===== src/rtl/uart_transmitter_if.sv =====
// Transmit handshake bundle for uart_transmitter.
//   XMIT_REQ  : request from the sender; XMIT_Data must stay valid while it is high
//   XMIT_Data : byte to transmit
//   XMIT_ACK  : byte accepted; held until the frame is done and XMIT_REQ is low
// master = sending side (CPU/bus), slave = transmitter.
interface uart_transmitter_if;
    logic       XMIT_REQ;
    logic [7:0] XMIT_Data;
    logic       XMIT_ACK;

    modport master (output XMIT_REQ, output XMIT_Data, input XMIT_ACK);
    modport slave  (input XMIT_REQ, input XMIT_Data, output XMIT_ACK);
endinterface


===== src/rtl/uart_transmitter.sv =====
// UART transmitter: accepts one byte over a four-phase REQ/ACK handshake and
// shifts it out as start bit, 8 data bits LSB first, optional even parity,
// then STOP_BITS stop bits.
//
// Ports:
//   clk   : system clock, all logic on posedge
//   clr   : asynchronous active-low reset
//   xmit  : handshake bundle (uart_transmitter_if.slave)
//   TX    : serial line, idles high, registered
//   BUSY  : high whenever the FSM is not in IDLE, registered
//
// Parameters:
//   CLKS_PER_BIT : system clocks per bit time (2..65535)
//   STOP_BITS    : 1 or 2; any other value behaves as 1
//
// Build option: define UART_TX_PARITY_EN to insert an even-parity bit
// between the last data bit and the stop bit(s).
//
// state  | meaning
// IDLE   | line high, waiting for XMIT_REQ
// START  | start bit (TX low)
// DATA   | 8 data bits, LSB first
// PARITY | even parity bit (only with UART_TX_PARITY_EN)
// STOP   | stop bit(s), TX high
// DONE   | frame sent, ACK held until XMIT_REQ drops
module uart_transmitter #(
    parameter int CLKS_PER_BIT = 10424,
    parameter int STOP_BITS    = 1
) (
    input  logic              clk,
    input  logic              clr,
    uart_transmitter_if.slave xmit,
    output logic              TX,
    output logic              BUSY
);
    localparam logic [15:0] BIT_LAST  = 16'(CLKS_PER_BIT - 1);
    localparam logic [2:0]  STOP_LAST = (STOP_BITS == 2) ? 3'd1 : 3'd0;

    typedef enum logic [2:0] {
        IDLE,
        START,
        DATA,
`ifdef UART_TX_PARITY_EN
        PARITY,
`endif
        STOP,
        DONE
    } state_t;

    state_t      state, state_next;
    logic [15:0] bit_timer;
    logic [2:0]  bit_cnt;
    logic [7:0]  shift, shift_next;
    logic        ack_q;
    logic        tx_next, busy_next, ack_next;
    logic        bit_end;
`ifdef UART_TX_PARITY_EN
    logic        parity;
`endif

    assign bit_end       = (bit_timer == BIT_LAST);
    assign xmit.XMIT_ACK = ack_q;

    always_ff @(posedge clk or negedge clr) begin
        if (!clr) state <= IDLE;
        else      state <= state_next;
    end

    always_comb begin
        state_next = state;
        case (state)
            IDLE:   if (xmit.XMIT_REQ) state_next = START;
            START:  if (bit_end) state_next = DATA;
            DATA:
                if (bit_end && bit_cnt == 3'd7) begin
`ifdef UART_TX_PARITY_EN
                    state_next = PARITY;
`else
                    state_next = STOP;
`endif
                end
`ifdef UART_TX_PARITY_EN
            PARITY: if (bit_end) state_next = STOP;
`endif
            STOP:   if (bit_end && bit_cnt == STOP_LAST) state_next = DONE;
            DONE:   if (!xmit.XMIT_REQ) state_next = IDLE;
            default: state_next = IDLE;
        endcase
    end

    // Shift register next value; TX is derived from it so the line is
    // already correct on the edge that enters a new bit.
    always_comb begin
        shift_next = shift;
        if (state == IDLE && xmit.XMIT_REQ)
            shift_next = xmit.XMIT_Data;
        else if (state == DATA && bit_end)
            shift_next = {1'b0, shift[7:1]};
    end

    // Outputs are decoded from the next state and registered below.
    always_comb begin
        tx_next   = 1'b1;
        busy_next = (state_next != IDLE);
        ack_next  = (state_next != IDLE);
        case (state_next)
            START:  tx_next = 1'b0;
            DATA:   tx_next = shift_next[0];
`ifdef UART_TX_PARITY_EN
            PARITY: tx_next = parity;
`endif
            default: tx_next = 1'b1;
        endcase
    end

    always_ff @(posedge clk or negedge clr) begin
        if (!clr) begin
            bit_timer <= '0;
            bit_cnt   <= '0;
            shift     <= '0;
            TX        <= 1'b1;
            BUSY      <= 1'b0;
            ack_q     <= 1'b0;
        end else begin
            shift <= shift_next;
            TX    <= tx_next;
            BUSY  <= busy_next;
            ack_q <= ack_next;
            // Timer restarts on every state entry and on every bit boundary;
            // bit_cnt counts data bits in DATA and stop bits in STOP.
            if (state_next != state || state == IDLE || state == DONE) begin
                bit_timer <= '0;
                bit_cnt   <= '0;
            end else if (bit_end) begin
                bit_timer <= '0;
                bit_cnt   <= bit_cnt + 3'd1;
            end else begin
                bit_timer <= bit_timer + 16'd1;
            end
        end
    end

`ifdef UART_TX_PARITY_EN
    always_ff @(posedge clk or negedge clr) begin
        if (!clr)
            parity <= 1'b0;
        else if (state == IDLE && xmit.XMIT_REQ)
            parity <= ^xmit.XMIT_Data;
    end
`endif

endmodule


===== src/flat_wrapper.sv =====
// flat-port wrapper written by rule: the top's interface ports become plain ports
module uart_transmitter_flat 
#(
    parameter int CLKS_PER_BIT = 10424,
    parameter int STOP_BITS    = 1
)
  (clk, clr, TX, BUSY, xmit_XMIT_REQ, xmit_XMIT_Data, xmit_XMIT_ACK);
  uart_transmitter_if xmit_i ();
  input  logic clk;
  input  logic clr;
  output logic TX;
  output logic BUSY;
  input wire logic [$bits(xmit_i.XMIT_REQ)-1:0] xmit_XMIT_REQ;
  input wire logic [$bits(xmit_i.XMIT_Data)-1:0] xmit_XMIT_Data;
  output wire logic [$bits(xmit_i.XMIT_ACK)-1:0] xmit_XMIT_ACK;
  assign xmit_i.XMIT_REQ = xmit_XMIT_REQ;
  assign xmit_i.XMIT_Data = xmit_XMIT_Data;
  assign xmit_XMIT_ACK = xmit_i.XMIT_ACK;
  uart_transmitter #(.CLKS_PER_BIT(CLKS_PER_BIT), .STOP_BITS(STOP_BITS)) u_core (.clk(clk), .clr(clr), .xmit(xmit_i), .TX(TX), .BUSY(BUSY));
endmodule

===== config.mk =====
export PLATFORM = sky130hd
export DESIGN_NAME = uart_transmitter_flat
export DESIGN_NICKNAME = d
export VERILOG_FILES = /design/src/rtl/uart_transmitter_if.sv /design/src/rtl/uart_transmitter.sv /design/src/flat_wrapper.sv
export SDC_FILE = /design/constraint.sdc
export NUM_CORES = 1
export LEC_CHECK = 0
export CAP_MARGIN = 20
export CORE_UTILIZATION = 51
export DETAILED_ROUTE_END_ITERATION = 8
export PLACE_DENSITY_LB_ADDON = 0.2
export REMOVE_ABC_BUFFERS = 1
export SYNTH_ARGS = -nofsm -noshare
export SYNTH_HDL_FRONTEND = slang
export SYNTH_SLANG_ARGS = --single-unit

===== constraint.sdc =====
create_clock -name clk -period 2.4 [get_ports clk]
set_clock_uncertainty 0.2 [all_clocks]
set_input_delay 0.36 -clock clk [delete_from_list [all_inputs] [get_ports clk]]
set_output_delay 0.36 -clock clk [all_outputs]
set_load 0.005 [all_outputs]

==> qor.yml <==
synthTopCellsByArea: "dfrtp_1, nor2_1, mux2i_1, xor2_1, xnor2_1"
top_usage_layer: "met2"
avgSynthCellArea_sq_um: 10.3
fin_area_sq_mm: 0.00195
cp_top_family: "simple AND/OR/NAND/NOR gates"
finalCritPeriodShare: 0.970
grt_pass1_vias: 1206
grt-ovfl-total: 0
crit_type: "flip-flop to flip-flop"
fmax_mhz: 429
worst_r2r_path_depth: 6
worstPathMaxFanout: 11
num_antenna_cells: 0
fillers: 263
netlist_top_cells_count: "dfrtp_1, nor2_1, nand2_1"
dieWidth_microns: 59.3
final_max_slew_viol_count: 0
critPathLaunchType: "flip-flop"
whs_ps: 222
timing.slew.headroom: 0.734
slowest_stage: "or4b_4"
cts-buffers-inserted: 5
post_cts_resized: 0
drive_gt1_frac: 0.150
startpoint: "u_core.bit_timer[8]$_DFF_PN0_"
leakage_nw: 0.919
met3_usage: 0.0437
nets: 201
grtUsageMet1: 0.235
synth_cells: 163
grt_util_met2: 0.360
cts-hold-fix-buffers: 0
hold_viol: 0
wl_per_cell_microns: 13.4
dieArea_sq_mm: 0.00352
r2r-end: "u_core.BUSY$_DFF_PN0_"
synth.most_common_cell: "dfrtp_1"
arrival_ps: 2340
drt-pass1-iter-count: 4
synth.distinct_cells: 39
drc: 0
totalPowerFinal_mw: 1.36
grt_max_degree: 33
syn2layout_area_growth_pct: 16.2
io_buffers: 13
antenna_found_initial: 0
ir_drop_mv: 0.315
ys_seq_elements: 32
r2r-start: "u_core.bit_timer[8]$_DFF_PN0_"
cp-endpoint: "u_core.BUSY$_DFF_PN0_"
path_depth: 6
max_stage_delay_ps: 550
grt_util_all_layers: 0.205
synth_edf_count: 0
start_util: 0.545
via_count: 1205
num_rows: 20
grt_pass1_wl_microns: 5300
yosysSeqAreaShare: 0.478
postLayoutCoreUtil: 0.633
insertion_delay_ps: 320
clk_pin_slew_worst_paths_ps: 90
routabilityCongestion: 0.853
p_per_area_mw_per_mm2: 696
drtAntennaViolNets: 0
period_needed_ps: 2330
finalSetupViolations: 0
crit_path_end_kind: "flip-flop"
maxCapViolCount: 0
hpwlAfterDp_microns: 2190
cp.required_ps: 2410
status: "completed"
r2r_slack_ps: 70
die_height_microns: 59.3
via_per_inst: 5.22
synth_largest_area_cell: "dfrtp_1"
rsz0062_at_grt: "no"
synth_flop_cell: "dfrtp_1"
yosysTopAreaCellShare: 0.463
tightest_slew_ps: 400
cts_sinks: 32
clock_path_buffers: 2
min_path_type: "primary input to async pin"
totalWireLength_microns: 3090
cts_tree: "done"
htree_levels: 2
cp_num_buf_inv: 1
path_cells: "or4b_4 -> nor4_4 -> buf_12 -> a21oi_2 -> a211oi_2 -> or3b_1"
ioPinCount: 14
netlist_area_sq_mm: 0.00168
ys_warn_count: 0
core_area_sq_mm: 0.00308
clk_root_buffer_cell: "clkbuf_4"
placed_cell_area_sq_mm: 0.00187
drtIter0Drc: 50
synth_async_sr_flop_share: 1.00
[power breakdown]
part / switching, mW / internal (mW) / total, mW / leakage (nW)
logic: 0.156 / 0.153 / 0.308 / 0.475
registers: 0.0773 / 0.656 / 0.733 / 0.412
clock network: 0.170 / 0.144 / 0.314 / 0.0326
[worst min path at each step]
stage,startpoint,endpoint,slack [ps],cells past startpoint
after floorplan,clr,u_core.BUSY$_DFF_PN0_,-140,0
after global placement,u_core.bit_timer[0]$_DFF_PN0_,u_core.bit_timer[0]$_DFF_PN0_,240,1
after detailed placement,u_core.bit_timer[0]$_DFF_PN0_,u_core.bit_timer[0]$_DFF_PN0_,260,1
after CTS,clr,u_core.shift[3]$_DFFE_PN0P_,230,2
after global routing,clr,u_core.BUSY$_DFF_PN0_,250,2
final,clr,u_core.BUSY$_DFF_PN0_,220,2
[through the flow]
stage | setup slack, ps | cells | setup TNS, ps
2_1_floorplan | -202 | 155 | -1680
3_3_place_gp | 93.7 | 221 | 0
3_5_place_dp | 55.4 | 221 | 0
4_1_cts | 31.3 | 229 | 0
5_1_grt | 11.2 | 231 | 0
6_report | 71.6 | 231 | 0
[cell type report]
| cell class | count | area, sq um | share of cell area |
|---|---|---|---|
| timing repair buffer | 24 | 225 | 0.116 |
| tap | 44 | 55.1 | 0.0283 |
| clock buffer | 8 | 58.8 | 0.0302 |
| sequential | 32 | 802 | 0.412 |
| inverter | 8 | 30.0 | 0.0154 |
| multi-input combinational | 115 | 777 | 0.399 |
[layout by cell type, fill, tap and decap left out, types with 2 or more instances in the layout]
cell type and n:
nor2_1 26, dfrtp_1 31, buf_4 10, nand4_1 2
clkbuf_1 2, xnor2_1 7, nand2b_1 3, and4_1 2
xor2_1 8, and3_1 2, clkdlybuf4s50_1 13, nand2_1 16
inv_1 8, clkbuf_4 5, nor3_1 2, a21oi_1 2
o21ai_0 6, ha_1 4, nand3_1 7, mux2i_1 9
[flip-flops by register name (all words and copies together) (netlist names)]
name	count
u_core.bit_cnt	3
u_core.bit_timer	16
u_core.shift	8
u_core.state	3
u_core.BUSY	1
u_core.TX	1
[timing repair]
| action | in CTS | in global routing |
|---|---|---|
| setup endpoints to repair | 0 | 2 |
| buffers inserted | 0 | 2 |
| hold endpoints to repair | 0 | 0 |
[cells by family (layout without fill, tap and decap cells)]
| kind of cell | after synthesis | in the layout | share of synthesized area |
|---|---|---|---|
| adder cells (fa/ha/maj) | 4 | 4 | 0.0299 |
| flip-flops | 32 | 32 | 0.478 |
| multiplexers | 9 | 9 | 0.0537 |
| XOR/XNOR | 15 | 15 | 0.0784 |
| buffers and inverters | 16 | 40 | 0.0582 |
| AO/OA/AOI/OAI | 15 | 15 | 0.0657 |
| AND/OR/NAND/NOR | 72 | 72 | 0.236 |
[routing by layer]
| metal | share of wire | vias to the layer above |
|---|---|---|
| met4 | 0.016 | 0 |
| met3 | 0.047 | 7 |
| li1 | - | 593 |
| met2 | 0.49 | 28 |
| met5 | 0 | - |
| met1 | 0.44 | 577 |
Note: power is estimated with default switching activity, not from simulation.
